<file path="src/rtl/reg_dump_pkg.sv">
// Shared constants and FSM state encoding for the register-dump UART transmitter.
package reg_dump_pkg;

  localparam int WORD_W    = 32;
  localparam int BYTE_W    = 8;
  localparam int REG_COUNT = 32;

  // State codes are plain localparams so older tools and netlists see fixed values.
  typedef logic [2:0] state_t;
  localparam state_t ST_IDLE   = 3'd0;
  localparam state_t ST_START  = 3'd1;
  localparam state_t ST_DATA   = 3'd2;
  localparam state_t ST_PARITY = 3'd3;
  localparam state_t ST_STOP   = 3'd4;

  function automatic logic even_parity(input logic [BYTE_W-1:0] b);
    return ^b;
  endfunction

endpackage

</file>
<file path="src/rtl/reg_dump_uart_tx_byte.sv">
// uart_byte_tx: one byte in, one serial frame out (8N1, or 8E1 when
// REG_DUMP_TX_PARITY_EN is defined). Owns the baud counter and bit index.
module uart_byte_tx
  import reg_dump_pkg::*;
#(
  parameter int CLKS_PER_BIT = 868
) (
  input  logic              clk,
  input  logic              rst,
  input  logic              start,
  input  logic [BYTE_W-1:0] byte_in,
  output logic              tx,
  output logic              done
);

  localparam int CW = (CLKS_PER_BIT > 1) ? $clog2(CLKS_PER_BIT) : 1;

  state_t            state_reg;
  logic [CW-1:0]     cnt_reg;
  logic [2:0]        bit_idx_reg;
  logic [BYTE_W-1:0] byte_reg;
  logic              tx_reg;
  logic              tick;

  assign tick = (cnt_reg == CW'(CLKS_PER_BIT - 1));
  // Last cycle of the stop bit; a start on this cycle chains the next byte with no gap.
  assign done = (state_reg == ST_STOP) && tick;
  assign tx   = tx_reg;

  always_ff @(posedge clk) begin
    if (rst) begin
      state_reg   <= ST_IDLE;
      cnt_reg     <= '0;
      bit_idx_reg <= '0;
      byte_reg    <= '0;
      tx_reg      <= 1'b1;
    end else begin
      cnt_reg <= tick ? '0 : cnt_reg + CW'(1);
      case (state_reg)
        ST_IDLE: begin
          cnt_reg <= '0;
          if (start) begin
            byte_reg  <= byte_in;
            state_reg <= ST_START;
            tx_reg    <= 1'b0;
          end
        end
        ST_START: begin
          if (tick) begin
            state_reg   <= ST_DATA;
            bit_idx_reg <= '0;
            tx_reg      <= byte_reg[0];
          end
        end
        ST_DATA: begin
          if (tick) begin
            if (bit_idx_reg == 3'd7) begin
`ifdef REG_DUMP_TX_PARITY_EN
              state_reg <= ST_PARITY;
              tx_reg    <= even_parity(byte_reg);
`else
              state_reg <= ST_STOP;
              tx_reg    <= 1'b1;
`endif
            end else begin
              bit_idx_reg <= bit_idx_reg + 3'd1;
              tx_reg      <= byte_reg[bit_idx_reg + 3'd1];
            end
          end
        end
`ifdef REG_DUMP_TX_PARITY_EN
        ST_PARITY: begin
          if (tick) begin
            state_reg <= ST_STOP;
            tx_reg    <= 1'b1;
          end
        end
`endif
        ST_STOP: begin
          if (tick) begin
            if (start) begin
              byte_reg  <= byte_in;
              state_reg <= ST_START;
              tx_reg    <= 1'b0;
            end else begin
              state_reg <= ST_IDLE;
              tx_reg    <= 1'b1;
            end
          end
        end
        default: begin
          state_reg <= ST_IDLE;
          tx_reg    <= 1'b1;
        end
      endcase
    end
  end

endmodule

</file>
<file path="src/rtl/reg_dump_uart_tx.sv">
// Register-dump word transmitter: 32-bit word -> 4 UART bytes, MSB byte first.
// Define REG_DUMP_TX_PARITY_EN for 8E1 framing (default 8N1).
module reg_dump_uart_tx
  import reg_dump_pkg::*;
#(
  parameter int CLKS_PER_BIT   = 868,
  parameter int BYTES_PER_WORD = 4
) (
  input  logic              clk,
  input  logic              rst,
  input  logic [WORD_W-1:0] word_data,
  input  logic              word_valid,
  input  logic              word_last,
  output logic              word_ready,
  output logic              tx,
  output logic              busy,
  output logic              dump_done
);

  localparam int IDX_W = (BYTES_PER_WORD > 1) ? $clog2(BYTES_PER_WORD) : 1;

  logic              busy_reg;
  logic              last_reg;
  logic              dump_done_reg;
  logic [IDX_W-1:0]  byte_idx_reg;
  logic [IDX_W-1:0]  next_idx;
  logic [WORD_W-1:0] word_reg;
  logic [BYTE_W-1:0] word_bytes [BYTES_PER_WORD];
  logic              accept;
  logic              byte_done;
  logic              more_bytes;
  logic              byte_start;
  logic [BYTE_W-1:0] tx_byte;

  genvar gi;
  generate
    for (gi = 0; gi < BYTES_PER_WORD; gi++) begin : g_bytes
      assign word_bytes[gi] = word_reg[WORD_W-1-BYTE_W*gi -: BYTE_W];
    end
  endgenerate

  assign word_ready = ~busy_reg & ~rst;
  assign accept     = word_valid & word_ready;
  assign more_bytes = (byte_idx_reg != IDX_W'(BYTES_PER_WORD - 1));
  assign next_idx   = byte_idx_reg + IDX_W'(1);
  assign byte_start = accept | (byte_done & more_bytes);
  // The first byte comes straight from the input bus since word_reg is not loaded yet.
  assign tx_byte    = accept ? word_data[WORD_W-1 -: BYTE_W] : word_bytes[next_idx];
  assign busy       = busy_reg;
  assign dump_done  = dump_done_reg;

  always_ff @(posedge clk) begin
    if (rst) begin
      busy_reg      <= 1'b0;
      last_reg      <= 1'b0;
      dump_done_reg <= 1'b0;
      byte_idx_reg  <= '0;
      word_reg      <= '0;
    end else begin
      dump_done_reg <= 1'b0;
      if (accept) begin
        word_reg     <= word_data;
        last_reg     <= word_last;
        byte_idx_reg <= '0;
        busy_reg     <= 1'b1;
      end else if (byte_done) begin
        if (more_bytes) begin
          byte_idx_reg <= next_idx;
        end else begin
          busy_reg      <= 1'b0;
          dump_done_reg <= last_reg;
        end
      end
    end
  end

  uart_byte_tx #(
    .CLKS_PER_BIT(CLKS_PER_BIT)
  ) u_byte_tx (
    .clk    (clk),
    .rst    (rst),
    .start  (byte_start),
    .byte_in(tx_byte),
    .tx     (tx),
    .done   (byte_done)
  );

endmodule

</file>
<file path="config.mk">
export PLATFORM = sky130hd
export DESIGN_NAME = reg_dump_uart_tx
export DESIGN_NICKNAME = d
export VERILOG_FILES = /design/src/rtl/reg_dump_pkg.sv /design/src/rtl/reg_dump_uart_tx_byte.sv /design/src/rtl/reg_dump_uart_tx.sv
export SDC_FILE = /design/constraint.sdc
export NUM_CORES = 1
export LEC_CHECK = 0
export CORE_AREA = 2 2 109 111
export CTS_CLUSTER_SIZE = 10
export DETAILED_ROUTE_END_ITERATION = 8
export DIE_AREA = 0 0 111 113
export GPL_TIMING_DRIVEN = 1
export MAX_ROUTING_LAYER = met4
export PLACE_DENSITY = 0.51
export RECOVER_POWER = 50
export SLEW_MARGIN = 40
export SYNTH_ARGS = -nofsm -noshare
export SYNTH_HDL_FRONTEND = slang
export SYNTH_SLANG_ARGS = --single-unit
</file>
<file path="constraint.sdc">
create_clock -name clk -period 2.5 [get_ports clk]
set_clock_uncertainty 0.05 [all_clocks]
set_input_delay 0.375 -clock clk [delete_from_list [all_inputs] [get_ports clk]]
set_output_delay 0.375 -clock clk [all_outputs]
set_load 0.05 [all_outputs]
</file>
# Word-level counts from Yosys, hierarchy flattened
# Index checks and enable logic that the tools add are counted.
dict set report op_classes {
  add_sub_neg 3
  order_cmp 2
  n_eq_ne 13
  mux 30
  bitwise_logic 8
  n_reduce_logical 14
}
# operator n
set ops {}
lappend ops {{two-way mux 8 bit} 5}
lappend ops {{two-way mux 3 bit} 8}
lappend ops {{binary-select mux 8 bit (select 2 bit)} 1}
lappend ops {{case mux 8 bit (2 select lines)} 1}
lappend ops {{case mux 3 bit (4 select lines)} 1}
lappend ops {{two-way mux 1 bit} 11}
lappend ops {{adder 10 x 1 -> 10 bit (second input constant)} 1}
lappend ops {{== test 10 bit (second input constant)} 1}
lappend ops {{inequality test 2 x 1 -> 1 bit (second input constant)} 4}
lappend ops {{inequality test 2 bit (second input constant)} 4}
lappend ops {{AND reduction 4 bit} 2}
lappend ops {{== test 3 bit (second input constant)} 2}
lappend ops {{case mux 3 bit (2 select lines)} 1}
lappend ops {{AND reduction 2 bit} 3}
lappend ops {{nonzero test 2 bit} 3}
lappend ops {{AND reduction 5 bit} 1}
lappend ops {{less-than comparator 3 x 4 -> 1 bit (second input constant)} 1}
lappend ops {{case mux 1 bit (4 select lines)} 1}
lappend ops {{OR reduction 4 bit} 1}
lappend ops {{adder 3 x 1 -> 3 bit (second input constant)} 1}
lappend ops {{bitwise AND 1 bit} 3}
lappend ops {{binary-select mux 1 bit (select 3 bit)} 1}
lappend ops {{== test 3 x 1 -> 1 bit (second input constant)} 1}
lappend ops {{== test 3 x 2 -> 1 bit (second input constant)} 1}
lappend ops {{9 further kinds} 11}
dict set report totals {
  register_bits 62
  inputBits 36
  wordCells 80
}

# Logic depth before layout (Yosys ltp)
dict set report logic_depth {
  word_depth 9
  depth_mapped 7
  mapped_depth_nobuf 6
}

# Modules after synthesis
# A second synthesis with hierarchy kept.
dict set report unflattened {
  hier_cells 303
  area_unflattened_um2 2905.3
}
# module n_inst cells_each area_each_um2
set by_module_without_submodules {}
lappend by_module_without_submodules {reg_dump_uart_tx 1 162 1624.1}
lappend by_module_without_submodules {uart_byte_tx 1 141 1281.2}

# Worst setup path before layout
# Ideal clock, no wire load.
dict set report synth_timing {
  kind {reg2reg}
  from {register u_byte_tx.bit_idx_reg[0]}
  to {register u_byte_tx.tx_reg, in the netlist u_byte_tx.tx}
  setup_ns 0.131
  arrival_time_ns 1.863
  slack_ns 0.456
  stages_incl_launch_ff 7
  synth_period_minus_slack_ns 2.044
  path_cell_list {dfxtp_1 ha_1 ha_1 mux2_2 mux4_2 o21ai_0 a31oi_1}
}
dict set report synth_via {
  elab_chain_len 6
  word_cells_on_any_way 7
  classes_between {add/sub (1); eq/ne (1); mux (5)}
}
# item line
set synth_lines {}
lappend synth_lines {{from (decl)} reg_dump_uart_tx_byte.sv:20} ;# logic [2:0] bit_idx_reg;
lappend synth_lines {{from (signal assigned)} reg_dump_uart_tx_byte.sv:66} ;# bit_idx_reg <= bit_idx_reg + 3'd1;
lappend synth_lines {{adder 3 x 1 -> 3 bit} reg_dump_uart_tx_byte.sv:67} ;# tx_reg <= byte_reg[bit_idx_reg + 3'd1];
lappend synth_lines {{binary-select mux 1 bit (select 3 bit)} reg_dump_uart_tx_byte.sv:67}
lappend synth_lines {{two-way mux 1 bit (implied by the code)} reg_dump_uart_tx_byte.sv:67}
lappend synth_lines {{two-way mux 1 bit (*)} reg_dump_uart_tx_byte.sv:57} ;# if (bit_idx_reg == 3'd7) begin
lappend synth_lines {{two-way mux 1 bit (*)} reg_dump_uart_tx_byte.sv:56} ;# if (tick) begin
lappend synth_lines {{case mux 1 bit (4 select lines) (*)} reg_dump_uart_tx_byte.sv:39} ;# case (state_reg)
lappend synth_lines {{to (signal assigned)} reg_dump_uart_tx_byte.sv:52} ;# tx_reg <= byte_reg[0];
lappend synth_lines {{to (signal assigned)} reg_dump_uart_tx_byte.sv:67}
lappend synth_lines {{to (decl)} reg_dump_uart_tx_byte.sv:22} ;# logic tx_reg;
# Every way passes the cells marked *; elsewhere a longest branch is shown, timed or not. The select of a mux whose other input is x is not followed.
# A chain may end at the register's enable or synchronous reset.

# Final worst setup path
dict set report layout_timing {
  from {register u_byte_tx.cnt_reg[0]}
  to {register u_byte_tx.byte_reg[0]}
}
dict set report layout_via {
  elab_chain_len 7
  word_cells_on_any_way 9
  classes_between {eq/ne (2); mux (3); bitwise (2); reduce/logical (2)}
}
# item line
set layout_lines {}
lappend layout_lines {{from (decl)} reg_dump_uart_tx_byte.sv:19} ;# logic [CW-1:0] cnt_reg;
lappend layout_lines {{from (signal assigned)} reg_dump_uart_tx_byte.sv:38} ;# cnt_reg <= tick ? '0 : cnt_reg + CW'(1);
lappend layout_lines {{== test 10 bit (*)} reg_dump_uart_tx_byte.sv:25} ;# assign tick = (cnt_reg == CW'(CLKS_PER_BIT - 1));
lappend layout_lines {{logical AND 1 bit} reg_dump_uart_tx_byte.sv:27} ;# assign done = (state_reg == ST_STOP) && tick;
lappend layout_lines {{bitwise AND 1 bit} reg_dump_uart_tx.sv:46} ;# assign byte_start = accept | (byte_done & more_bytes);
lappend layout_lines {{OR 1 bit} reg_dump_uart_tx.sv:46}
lappend layout_lines {{two-way mux 8 bit (2 in series)} -}
lappend layout_lines {{case mux 8 bit (2 select lines)} -}
lappend layout_lines {{to (signal assigned)} reg_dump_uart_tx_byte.sv:43} ;# byte_reg <= byte_in;
lappend layout_lines {{to (signal assigned)} reg_dump_uart_tx_byte.sv:82} ;# byte_reg <= byte_in;
lappend layout_lines {{to (decl)} reg_dump_uart_tx_byte.sv:21} ;# logic [BYTE_W-1:0] byte_reg;
# Marked as above.

==> metrics.cfg <==
[critical_path]
arrival_ns = 2.38
cp_slowest_stage_delay_ns = 0.67
startpoint = u_byte_tx.cnt_reg[0]
worstPathBufferInverterCount = 0
timing.rr.start = u_byte_tx.cnt_reg[0]
critical-path-top-delay-family = compound AO/OA/AOI/OAI gates
cp_cell_sequence = ha_1 > nor4b_2 > nand4b_1 > a2111o_1 > mux2i_1 > nor2_1
timing.reg2reg.worst_path_depth = 6
critical_path_required_ns = 2.66
r2r_setup_slack_ns = 0.28
slowest_stage = sky130_fd_sc_hd__a2111o_1
worst-setup-path-type = reg2reg
worstPathMaxFanout = 9
worst_setup_ep_type = flip-flop
critical_path.startpoint_type = flip-flop
timing.rr.end = u_byte_tx.byte_reg[0]

[sta]
maxSlewHeadroom_pct = 65.5
fin_tns_setup_ns = 0
finalSetupViolCount = 0
achievable-frequency_mhz = 450
final_hold_viol_count = 0
report.final.slew_viol_count = 0
fin_crit_ns = 2.22
layout_worst_path_cycle_share_pct = 88.8
timing_worst_slew_pin_value_ns = 0.518
fin_worst_hold_slack_ns = 0.421
rsz0062_at_grt = no

[global_routing]
grt_antenna_before_repair = 0
grt_start_max_net_pins = 69
grt_first_pass_wirelength_mm = 10.1
groute.layer.met3.usage_pct = 2.68
globalRoute.busiestLayer = met2
grt_pass1_vias = 2139
globalRouteOverflowTotal = 0
grt_util_met2_pct = 15.6
grtUsageTotal_pct = 10.4
globalRouteMet1Util_pct = 12.8

[cts]
insertion_delay_ns = 0.33
cts.htree.levels = 3
post_cts_resize_count = 0
cts_made_buffers = 9
clock_tree.buffer_depth = 2
cts_root_buf = sky130_fd_sc_hd__clkbuf_16
cts.clk_slew.worst_paths_ns = 0.06
cts_tree = yes
post_cts_hold_buffer_count = 0
cts_setup_buffers = 0
clkSinkCount = 62

[min_path]
timing.hold.worst.start = word_bytes[5]
holdCritPathClass = reg2reg
hold_path_cells = 2
holdPathEnd = word_bytes[5]

[routing]
detailedRoute.firstIterationViolations = 96
detailroute.via_count = 2087
route.final.wire_length_mm = 5.79
firstDrtPassIters = 5
wl_per_cell_um = 12.3
antenna_violating_nets_post_route = 0
drc = 0
vias_per_cell = 4.42

[cells_and_area]
max_reg_flops = 32
finalInstanceArea_um2 = 3630
nFillCells = 1174
layout_commonest_cell = sky130_fd_sc_hd__dfxtp_1
stdcell_count = 472
num_antenna_cells = 0
area_delta_synth_final_pct = 30.0
design.final.nets = 364
drive_above_1_share_pct = 13.7
final_cell_mix = sky130_fd_sc_hd__dfxtp_1 (62), sky130_fd_sc_hd__clkdlybuf4s50_1 (37), sky130_fd_sc_hd__nand2_1 (30), sky130_fd_sc_hd__nor2_1 (28), sky130_fd_sc_hd__nand2b_1 (26)

[place]
portBuffers = 39
place.detailed.instances = 456
placedInstanceArea_um2 = 3340
place_hpwl_mm = 3.84
finalWeightedCongestion = 0.777

[pwr]
power.share.sequential_pct = 41.7
cell_internal_pwr_w = 0.00194
switching_power_w = 0.000598
vdd.ir_drop.worst_mv = 0.315
design_power_total_w = 0.00254
swShare_pct = 23.6
power.combinational.fraction_pct = 8.5
cellLeakagePower_nw = 1.39
power.density_cell_area_nw_per_um2 = 699
power_frac_clock_pct = 49.7

[logic_synthesis]
ys_async_sr_fraction_pct = 0
synth-main-ff-cell = sky130_fd_sc_hd__dfxtp_1
synth_top_area_cell = sky130_fd_sc_hd__dfxtp_1
yosys.cell_types.count = 36
count_of_mapped_cells_out_of_synthesis = 288
post-synth-top-area-fraction_pct = 44.4
mappedNetlistNets = 328
ys_seq_area_share_pct = 44.4
synthesis.yosys.warnings = 0
syn_area_per_cell_um2 = 9.71
synth.top_cells.by_area = sky130_fd_sc_hd__dfxtp_1 (44%), sky130_fd_sc_hd__mux4_2 (7.2%), sky130_fd_sc_hd__nand2b_1 (5.8%)
edff_count_synth = 0
yosys_register_bits = 62
cell_area_after_technology_mapping_um2 = 2800

[die]
core_area_um2 = 11300
core.rowCount = 39
top_level_ports = 40
start_util_pct = 24.8
floorplan.die_area_um2 = 12500
die_y_um = 113
die_width_um = 111

[run_status]
status = finished clean

[job]
maxCapViolations = 0

## per-layer routing
metal | share of wire, % | wire [um]
met1 | 51 | 2950
met2 | 43 | 2490
met3 | 3.8 | 218
met4 | 2.3 | 133
met5 | 0 | 0
## how the worst max path moves through the flow
stage	endpoint	slack [ns]	cells after the start
CTS	u_byte_tx.byte_reg[0]	0.28	6
finish	u_byte_tx.byte_reg[0]	0.28	6
global placement	u_byte_tx.byte_reg[1]	0.22	6
global route	u_byte_tx.byte_reg[0]	0.09	6
detailed placement	u_byte_tx.byte_reg[0]	0.22	6
floorplan	u_byte_tx.tx	0.46	6
## logic make-up (layout without fill, tap and decap cells)
kind of cell	after synthesis	count (layout)	synth area share [%]
AO/OA/AOI/OAI	47	47	10.5
XOR/XNOR	9	9	2.82
adder cells (fa/ha/maj)	4	4	1.79
AND/OR/NAND/NOR	113	113	21.0
buffers and inverters	21	62	3.45
multiplexers	32	32	16.0
flip-flops	62	62	44.4
## power by group through the flow
stage               sequential [W]  clock (W)  combinational, W
CTS                        0.00106    0.00130          0.000222
global route               0.00107    0.00135          0.000238
detailed placement         0.00108          0          0.000220
finish                     0.00106    0.00126          0.000217
global placement           0.00108          0          0.000220
floorplan                  0.00108          0          0.000116
## per-stage QoR
step / worst slack [ns] / util [%]
final: 0.280 / 32.2
after global routing: 0.0927 / 32.2
after CTS: 0.281 / 32.4
after detailed placement: 0.218 / 29.7
after global placement: 0.216 / 29.7
after floorplan: 0.456 / -
## worst reg2reg max path: cells and delay by family (launching register included)
| family | cells | cell delay (ns) |
|---|---|---|
| multiplexers | 1 | 0.24 |
| AND/OR/NAND/NOR | 3 | 0.56 |
| flip-flops | 1 | 0.36 |
| AO/OA/AOI/OAI | 1 | 0.67 |
| adder cells (fa/ha/maj) | 1 | 0.22 |
## cell usage after synthesis, types with 3 or more instances
library cell,count
sky130_fd_sc_hd__nor3b_1,3
sky130_fd_sc_hd__mux4_2,9
sky130_fd_sc_hd__nand2b_1,26
sky130_fd_sc_hd__mux2_2,12
sky130_fd_sc_hd__nor2_1,28
sky130_fd_sc_hd__a21oi_1,5
sky130_fd_sc_hd__and3_1,6
sky130_fd_sc_hd__dfxtp_1,62
sky130_fd_sc_hd__xnor2_1,6
sky130_fd_sc_hd__a22o_1,9
sky130_fd_sc_hd__nor3_1,7
sky130_fd_sc_hd__mux2i_1,11
sky130_fd_sc_hd__xor2_1,3
sky130_fd_sc_hd__ha_1,4
sky130_fd_sc_hd__nand2_1,30
sky130_fd_sc_hd__clkbuf_1,15
sky130_fd_sc_hd__o21ai_0,25
sky130_fd_sc_hd__nand3_1,4
## layout make-up
cell class | count | area, um2 | area share [%]
clock buffer | 9 | 225 | 6.20
clock inverter | 7 | 81.3 | 2.24
inverter | 2 | 7.51 | 0.207
multi-input combinational | 205 | 1450 | 40.0
sequential | 62 | 1240 | 34.1
tap | 143 | 179 | 4.92
timing repair buffer | 44 | 447 | 12.3
No activity file was read; power rests on OpenSTA's default activity.
